==> config.mk <==
export PLATFORM = sky130hd
export DESIGN_NAME = reg_file_init
export DESIGN_NICKNAME = d
export VERILOG_FILES = /design/src/rtl/reg_file_init.sv
export SDC_FILE = /design/constraint.sdc
export NUM_CORES = 1
export LEC_CHECK = 0
export CAP_MARGIN = 10
export CORE_MARGIN = 2
export CORE_UTILIZATION = 55
export CTS_CLUSTER_SIZE = 24
export DETAILED_ROUTE_END_ITERATION = 6
export DONT_BUFFER_PORTS = 1
export GPL_TIMING_DRIVEN = 0
export PLACE_DENSITY = 0.74
export SETUP_SLACK_MARGIN = 0.5
export SYNTH_ARGS = -nofsm -noshare
export SYNTH_HDL_FRONTEND = slang
export SYNTH_SLANG_ARGS = --single-unit
==> constraint.sdc <==
create_clock -name clk -period 5.2 [get_ports clk]
set_input_delay 0.78 -clock clk [delete_from_list [all_inputs] [get_ports clk]]
set_output_delay 0.78 -clock clk [all_outputs]
set_load 0.03 [all_outputs]
==> src/rtl/reg_file_init.sv <==
// -----------------------------------------------------------------------------
// reg_file_init
//
// Integer register file feeding the ALU operands. Two combinational read ports
// (a and b operands), one write port sampled at the rising clock edge. After
// every reset a sequencer clears entries 1..DEPTH-1 to zero, one per cycle,
// then raises ready. Entry 0 is never written and always reads as zero, so it
// needs no clearing.
//
// Optional feature (macro REGFILE_BYPASS_EN):
//   When defined, a write in READY is forwarded combinationally to any read
//   port addressing the same non-zero register in the same cycle.
//   When undefined, reads return the stored (pre-edge) value.
//
// Ports:
//   clk    - system clock, rising edge active
//   rst_n  - asynchronous active-low reset
//   ra1    - read address, port 1 (ALU a)
//   ra2    - read address, port 2 (ALU b)
//   rd1    - read data, port 1 (zero during CLEAR or when ra1 == 0)
//   rd2    - read data, port 2 (zero during CLEAR or when ra2 == 0)
//   we     - write enable (ignored during CLEAR)
//   wa     - write address (writes to 0 are discarded)
//   wd     - write data
//   ready  - clear sequence complete, file usable
//   busy   - clear sequence running, always ~ready
//
// Handshake: there is no valid/ready pairing on the write port; a write is
// accepted on any rising edge where ready=1, we=1 and wa!=0, and is lost
// otherwise. Reads are valid whenever ready=1.
// -----------------------------------------------------------------------------
module reg_file_init #(
    parameter int DATA_W = 32,
    parameter int ADDR_W = 5,
    parameter int DEPTH  = 32
) (
    input  logic              clk,
    input  logic              rst_n,
    input  logic [ADDR_W-1:0] ra1,
    input  logic [ADDR_W-1:0] ra2,
    output logic [DATA_W-1:0] rd1,
    output logic [DATA_W-1:0] rd2,
    input  logic              we,
    input  logic [ADDR_W-1:0] wa,
    input  logic [DATA_W-1:0] wd,
    output logic              ready,
    output logic              busy
);

    typedef enum logic {
        CLEAR = 1'b0,
        READY = 1'b1
    } state_t;

    localparam logic [ADDR_W-1:0] LAST_IDX  = ADDR_W'(DEPTH - 1);
    localparam logic [ADDR_W-1:0] FIRST_IDX = ADDR_W'(1);

    state_t            state;
    state_t            state_nxt;
    logic [ADDR_W-1:0] clr_cnt;
    logic [ADDR_W-1:0] clr_cnt_nxt;

    logic [DATA_W-1:0] mem [DEPTH];

    // State register and clear counter. Counting starts at 1 because entry 0
    // is hardwired to zero on the read side.
    always_ff @(posedge clk or negedge rst_n) begin
        if (!rst_n) begin
            state   <= CLEAR;
            clr_cnt <= FIRST_IDX;
        end else begin
            state   <= state_nxt;
            clr_cnt <= clr_cnt_nxt;
        end
    end

    // Next-state logic and status outputs.
    always_comb begin
        state_nxt   = state;
        clr_cnt_nxt = clr_cnt;
        ready       = 1'b0;
        busy        = 1'b1;
        case (state)
            CLEAR: begin
                if (clr_cnt == LAST_IDX) begin
                    // Hold the counter on the final entry so it never wraps.
                    state_nxt = READY;
                end else begin
                    clr_cnt_nxt = clr_cnt + 1'b1;
                end
            end
            READY: begin
                ready = 1'b1;
                busy  = 1'b0;
            end
            default: begin
                state_nxt = CLEAR;
            end
        endcase
    end

    // Storage array: no reset; the clear sequence owns the write port while
    // in CLEAR, so external writes in that state are dropped.
    always_ff @(posedge clk) begin
        if (state == CLEAR) begin
            mem[clr_cnt] <= '0;
        end else if (we && (wa != '0)) begin
            mem[wa] <= wd;
        end
    end

    // Combinational read ports.
    always_comb begin
        rd1 = '0;
        rd2 = '0;
        if (state == READY) begin
            if (ra1 != '0) begin
                rd1 = mem[ra1];
`ifdef REGFILE_BYPASS_EN
                // ra1 != 0 already, so a match implies a legal write address.
                if (we && (wa == ra1)) begin
                    rd1 = wd;
                end
`endif
            end
            if (ra2 != '0) begin
                rd2 = mem[ra2];
`ifdef REGFILE_BYPASS_EN
                if (we && (wa == ra2)) begin
                    rd2 = wd;
                end
`endif
            end
        end
    end

endmodule

==> flow_summary.rst <==
.. list-table::
   :header-rows: 1

   * - Metric
     - Value
   * - Result of the run
     - complete, no violations
   * - Area Growth Syn to Fin
     - 12.9%
   * - Crit Path Category
     - register to output port
   * - Launch instance of the worst register-to-register path
     - state$_DFF_PN0_
   * - Net switching component of the power
     - 4290 uW
   * - Clock latency reported for the late side of the worst-skew pair
     - 0.69 ns
   * - Synthesized net count
     - between 2,000 and 3,000
   * - Total clock sinks
     - 998
   * - Timing-limited maximum frequency
     - ~210 MHz
   * - Top library cells by usage in the layout, fill and taps aside
     - 992 x sky130_fd_sc_hd__edfxtp_1, 577 x sky130_fd_sc_hd__mux2i_1, 192 x sky130_fd_sc_hd__o22ai_1, 192 x sky130_fd_sc_hd__mux4_2, 192 x sky130_fd_sc_hd__a22oi_1
   * - Met3 layer usage reported by global route
     - 11.1%
   * - Setup violators final
     - 0
   * - Critical Path Sink Type
     - output port
   * - Global Route met1 Usage
     - 44.4%
   * - Warnings, synthesis
     - 0
   * - IR drop worst, VDD
     - 315 uV
   * - Syn Inst Count
     - 2,856
   * - Starting DRC count in detailed routing
     - 5,370
   * - First-pass GRT wire length
     - 222 mm
   * - Dpl hpwl
     - 109 mm
   * - Mapped Avg Cell Area
     - 16.5 sq um
   * - Cell count after placement
     - 4,051
   * - Hold violation count in the final report
     - 0
   * - Most common cell after layout, fill and taps aside
     - sky130_fd_sc_hd__edfxtp_1
   * - Number of antenna violations at the first check in global routing
     - 15
   * - Number of standard cells in the layout, taps in and fillers out
     - roughly 4,200
   * - Data arrival at the endpoint of the critical path
     - 3.97 ns
   * - Max-cap violations
     - 0
   * - Proportion of power drawn by combinational gates
     - 8.4%
   * - Per-cell via count in the routed design
     - 7.44
   * - Detail Route Antenna Nets
     - 0
   * - Die width
     - a little under 300 microns
   * - Portion of the post-synthesis area used by sequential elements
     - between 60% and 70%
   * - Post-route fraction of the period consumed by the critical path
     - between 90% and 100%
   * - Internal Pwr Total
     - 13,800 uW
   * - Core box area
     - between 80,000 and 90,000 sq um
   * - Count of input and output buffers
     - 0
   * - Overflow left after global routing
     - 0
   * - Number of library cell types mapped by synthesis
     - 48
   * - R2R cell count
     - 5
   * - Highest fanout seen on the critical path
     - 10
   * - Detail-routed net length per standard cell
     - 37.3 microns
   * - Power density of the placed cells
     - 341 nW/um^2
   * - Root buf cell
     - sky130_fd_sc_hd__clkbuf_16
   * - Vertical die dimension
     - 296 microns
   * - Worst clock skew on the final layout
     - 0.0400 ns
   * - GR Util All Layers
     - between 30% and 40%
   * - Clock period minus final worst setup slack
     - ~4.7 ns
   * - Largest net degree at the start of global routing
     - 32
   * - IO Pins
     - between 100 and 150
   * - Primary FF master, synth
     - sky130_fd_sc_hd__edfxtp_1
   * - Part of the total power dissipated in the clock network
     - 42.5%
   * - Row count
     - 107
   * - Reg-to-Reg End
     - mem[26][17]$_DFFE_PP_
   * - Routability-driven placement congestion ratio
     - 0.941
   * - Fraction of power spent switching nets
     - 23.7%
   * - Number of global-route vias before repair
     - 31,536
   * - Most Crowded Layer GR
     - met2
   * - First-pass DRT Iterations
     - 6
   * - Crit path required time
     - 4.42 ns
   * - Initial standard-cell utilization of the core
     - between 50% and 60%
   * - Number of buffers added by the clock tree synthesis step
     - 100
   * - Number of flops mapped to enable cells by yosys
     - between 900 and 1,000
   * - Remaining max-slew budget at the tightest pin
     - a little under an eighth
   * - CTS tree
     - built
   * - Leakage power of the design
     - about 0.019 uW
   * - Setup Fix Bufs, Post-CTS
     - 0
   * - Detailed-route via count
     - 31,588
   * - Post-synthesis async set-or-reset flop share
     - 0.601%
   * - Total Die Area
     - 87,800 sq um
   * - NumNets Final
     - ~3,000
   * - Category of the worst setup path launch point
     - register
   * - Utilization after layout
     - a little over three fifths
   * - Setup repair after global routing missed its margin
     - false
   * - Met2 Track Usage GR
     - about 56%
   * - Detailed-route wire length
     - between 150 and 200 mm
   * - Worst min-delay path class
     - primary input to asynchronous set/reset pin
   * - Worst R2R Setup Slack
     - 1.48 ns
   * - Flop pwr share
     - 49.1%
   * - Share of cells above drive strength 1
     - 21.6%
   * - H-Tree Depth
     - 3
   * - Slew of the pin with the lowest slew margin
     - 1.33 ns
   * - Clock Tree Buf Depth
     - 3
   * - Max-slew violation total from the final report
     - 0
   * - Clock-pin slew of the registers on the worst-case setup and hold paths
     - 0.05 ns
   * - Cell Area, Synth
     - 47,000 sq um
   * - Flip-flop and latch count after synthesis
     - roughly 1,000
   * - DRC viols
     - 0
==> logic make-up (layout without fill, tap and decap cells) <==
logic type                 count (synthesis)  after routing  share of synthesized area [%]
AOI/OAI and AO/OA                        527            527                           8.52
xor gates and xnor gates                   3              3                         0.0559
adders and majority gates                  2              2                         0.0532
buffers and inverters                    238            480                           2.80
DFF                                      998            998                           63.7
muxes                                    771            771                           21.5
other                                      0              2                              0
and+or+nand+nor                          317            317                           3.36
==> Yosys cell counts, types with 2 or more instances <==
master,n,area [sq um]
sky130_fd_sc_hd__edfxtp_1,992,29800
sky130_fd_sc_hd__and2_1,34,213
sky130_fd_sc_hd__a21oi_1,5,25.0
sky130_fd_sc_hd__inv_1,5,18.8
sky130_fd_sc_hd__nor2_1,36,135
sky130_fd_sc_hd__a221oi_1,4,35.0
sky130_fd_sc_hd__buf_6,25,282
sky130_fd_sc_hd__buf_2,109,546
sky130_fd_sc_hd__ha_1,2,25.0
sky130_fd_sc_hd__o32a_1,2,20.0
sky130_fd_sc_hd__dfrtp_1,5,125
sky130_fd_sc_hd__or2_2,2,12.5
sky130_fd_sc_hd__mux4_2,192,4320
sky130_fd_sc_hd__nand3b_1,4,30.0
sky130_fd_sc_hd__o21ai_1,11,55.1
sky130_fd_sc_hd__nand4_1,66,413
sky130_fd_sc_hd__a221oi_2,60,901
sky130_fd_sc_hd__nor3b_1,7,52.6
sky130_fd_sc_hd__mux2i_1,577,5780
sky130_fd_sc_hd__a22oi_1,192,1440
sky130_fd_sc_hd__mux2_2,2,22.5
sky130_fd_sc_hd__nand2b_1,2,12.5
sky130_fd_sc_hd__xnor2_1,2,17.5
sky130_fd_sc_hd__o21ai_0,54,270
sky130_fd_sc_hd__or3b_1,6,52.6
sky130_fd_sc_hd__a32oi_1,2,17.5
sky130_fd_sc_hd__clkbuf_1,72,270
sky130_fd_sc_hd__nand2_1,138,518
sky130_fd_sc_hd__and3_1,3,18.8
sky130_fd_sc_hd__o22ai_1,192,1200
sky130_fd_sc_hd__nor3_1,9,45.0
sky130_fd_sc_hd__nor2b_1,3,18.8
sky130_fd_sc_hd__buf_4,26,195
==> how the worst max path moves through the flow <==
stage,start,end,slack [ns],cells after the start
after floorplan,we,mem[3][0]$_DFFE_PP_,0.86,4
after global placement,state$_DFF_PN0_,mem[1][15]$_DFFE_PP_,-2.34,4
after detailed placement,state$_DFF_PN0_,rd2[12],1.00,5
after CTS,state$_DFF_PN0_,rd1[9],0.57,6
after global routing,state$_DFF_PN0_,rd2[11],0.61,5
final,state$_DFF_PN0_,rd2[12],0.45,5
==> layer usage <==
metal | part of all wire [%] | vias up
met1 | 33 | 16007
met4 | 7.1 | 22
met5 | 0.094 | -
met2 | 46 | 2730
li1 | - | 12211
met3 | 14 | 618
==> area by class of cell <==
cell class                      instances  area (sq um)
Fill cell                            5948         31800
Sequential cell                       998         29900
Multi-Input combinational cell       1620         16000
Clock buffer                          119          2660
Tap cell                             1144          1430
Buffer                                232          1300
Timing Repair Buffer                   56           903
Clock inverter                         67           798
Inverter                                6          22.5
Antenna cell                            2          5.00
==> state kept, by name, indices dropped and copies added, names as in the netlist <==
signal and count:
mem 992, clr_cnt 5, state 1
==> critical path, stage by stage (launching register included) <==
cell	delay (ns)
sky130_fd_sc_hd__dfrtp_1	0.72
sky130_fd_sc_hd__inv_2	0.31
sky130_fd_sc_hd__nor3_2	0.65
sky130_fd_sc_hd__clkbuf_1	0.85
sky130_fd_sc_hd__a22oi_1	0.23
sky130_fd_sc_hd__nand4_1	0.55
==> what timing repair did <==
item | 4_1_cts | 5_1_grt
resized for setup | 4 | 2
endpoints found under the setup margin | 43 | 1
endpoints found under the hold margin | 6 | 0
hold buffers | 1 | 0
==> power groups by stage <==
stage	clock network (uW)	logic (uW)	registers, uW
2_1_floorplan	0	939	9060
3_3_place_gp	0	1410	9060
6_report	7690	1530	8890
5_1_grt	7980	1550	8890
3_5_place_dp	0	1460	9060
4_1_cts	7640	1470	8890
==> stage by stage <==
stage               setup slack (ns)  hold slack (ns)  total power, uW  setup TNS [ns]  cell area, sq um
finish                         0.452            0.439            18100               0             53100
global placement               -2.34            0.485            10500         -628.65             48400
detailed placement              1.00            0.485            10500               0             49500
CTS                            0.573            0.431            18000               0             53000
global route                   0.610            0.461            18400               0             53100
floorplan                      0.858            0.484            10000               0             47000
Note: power is estimated with default switching activity, not from simulation.
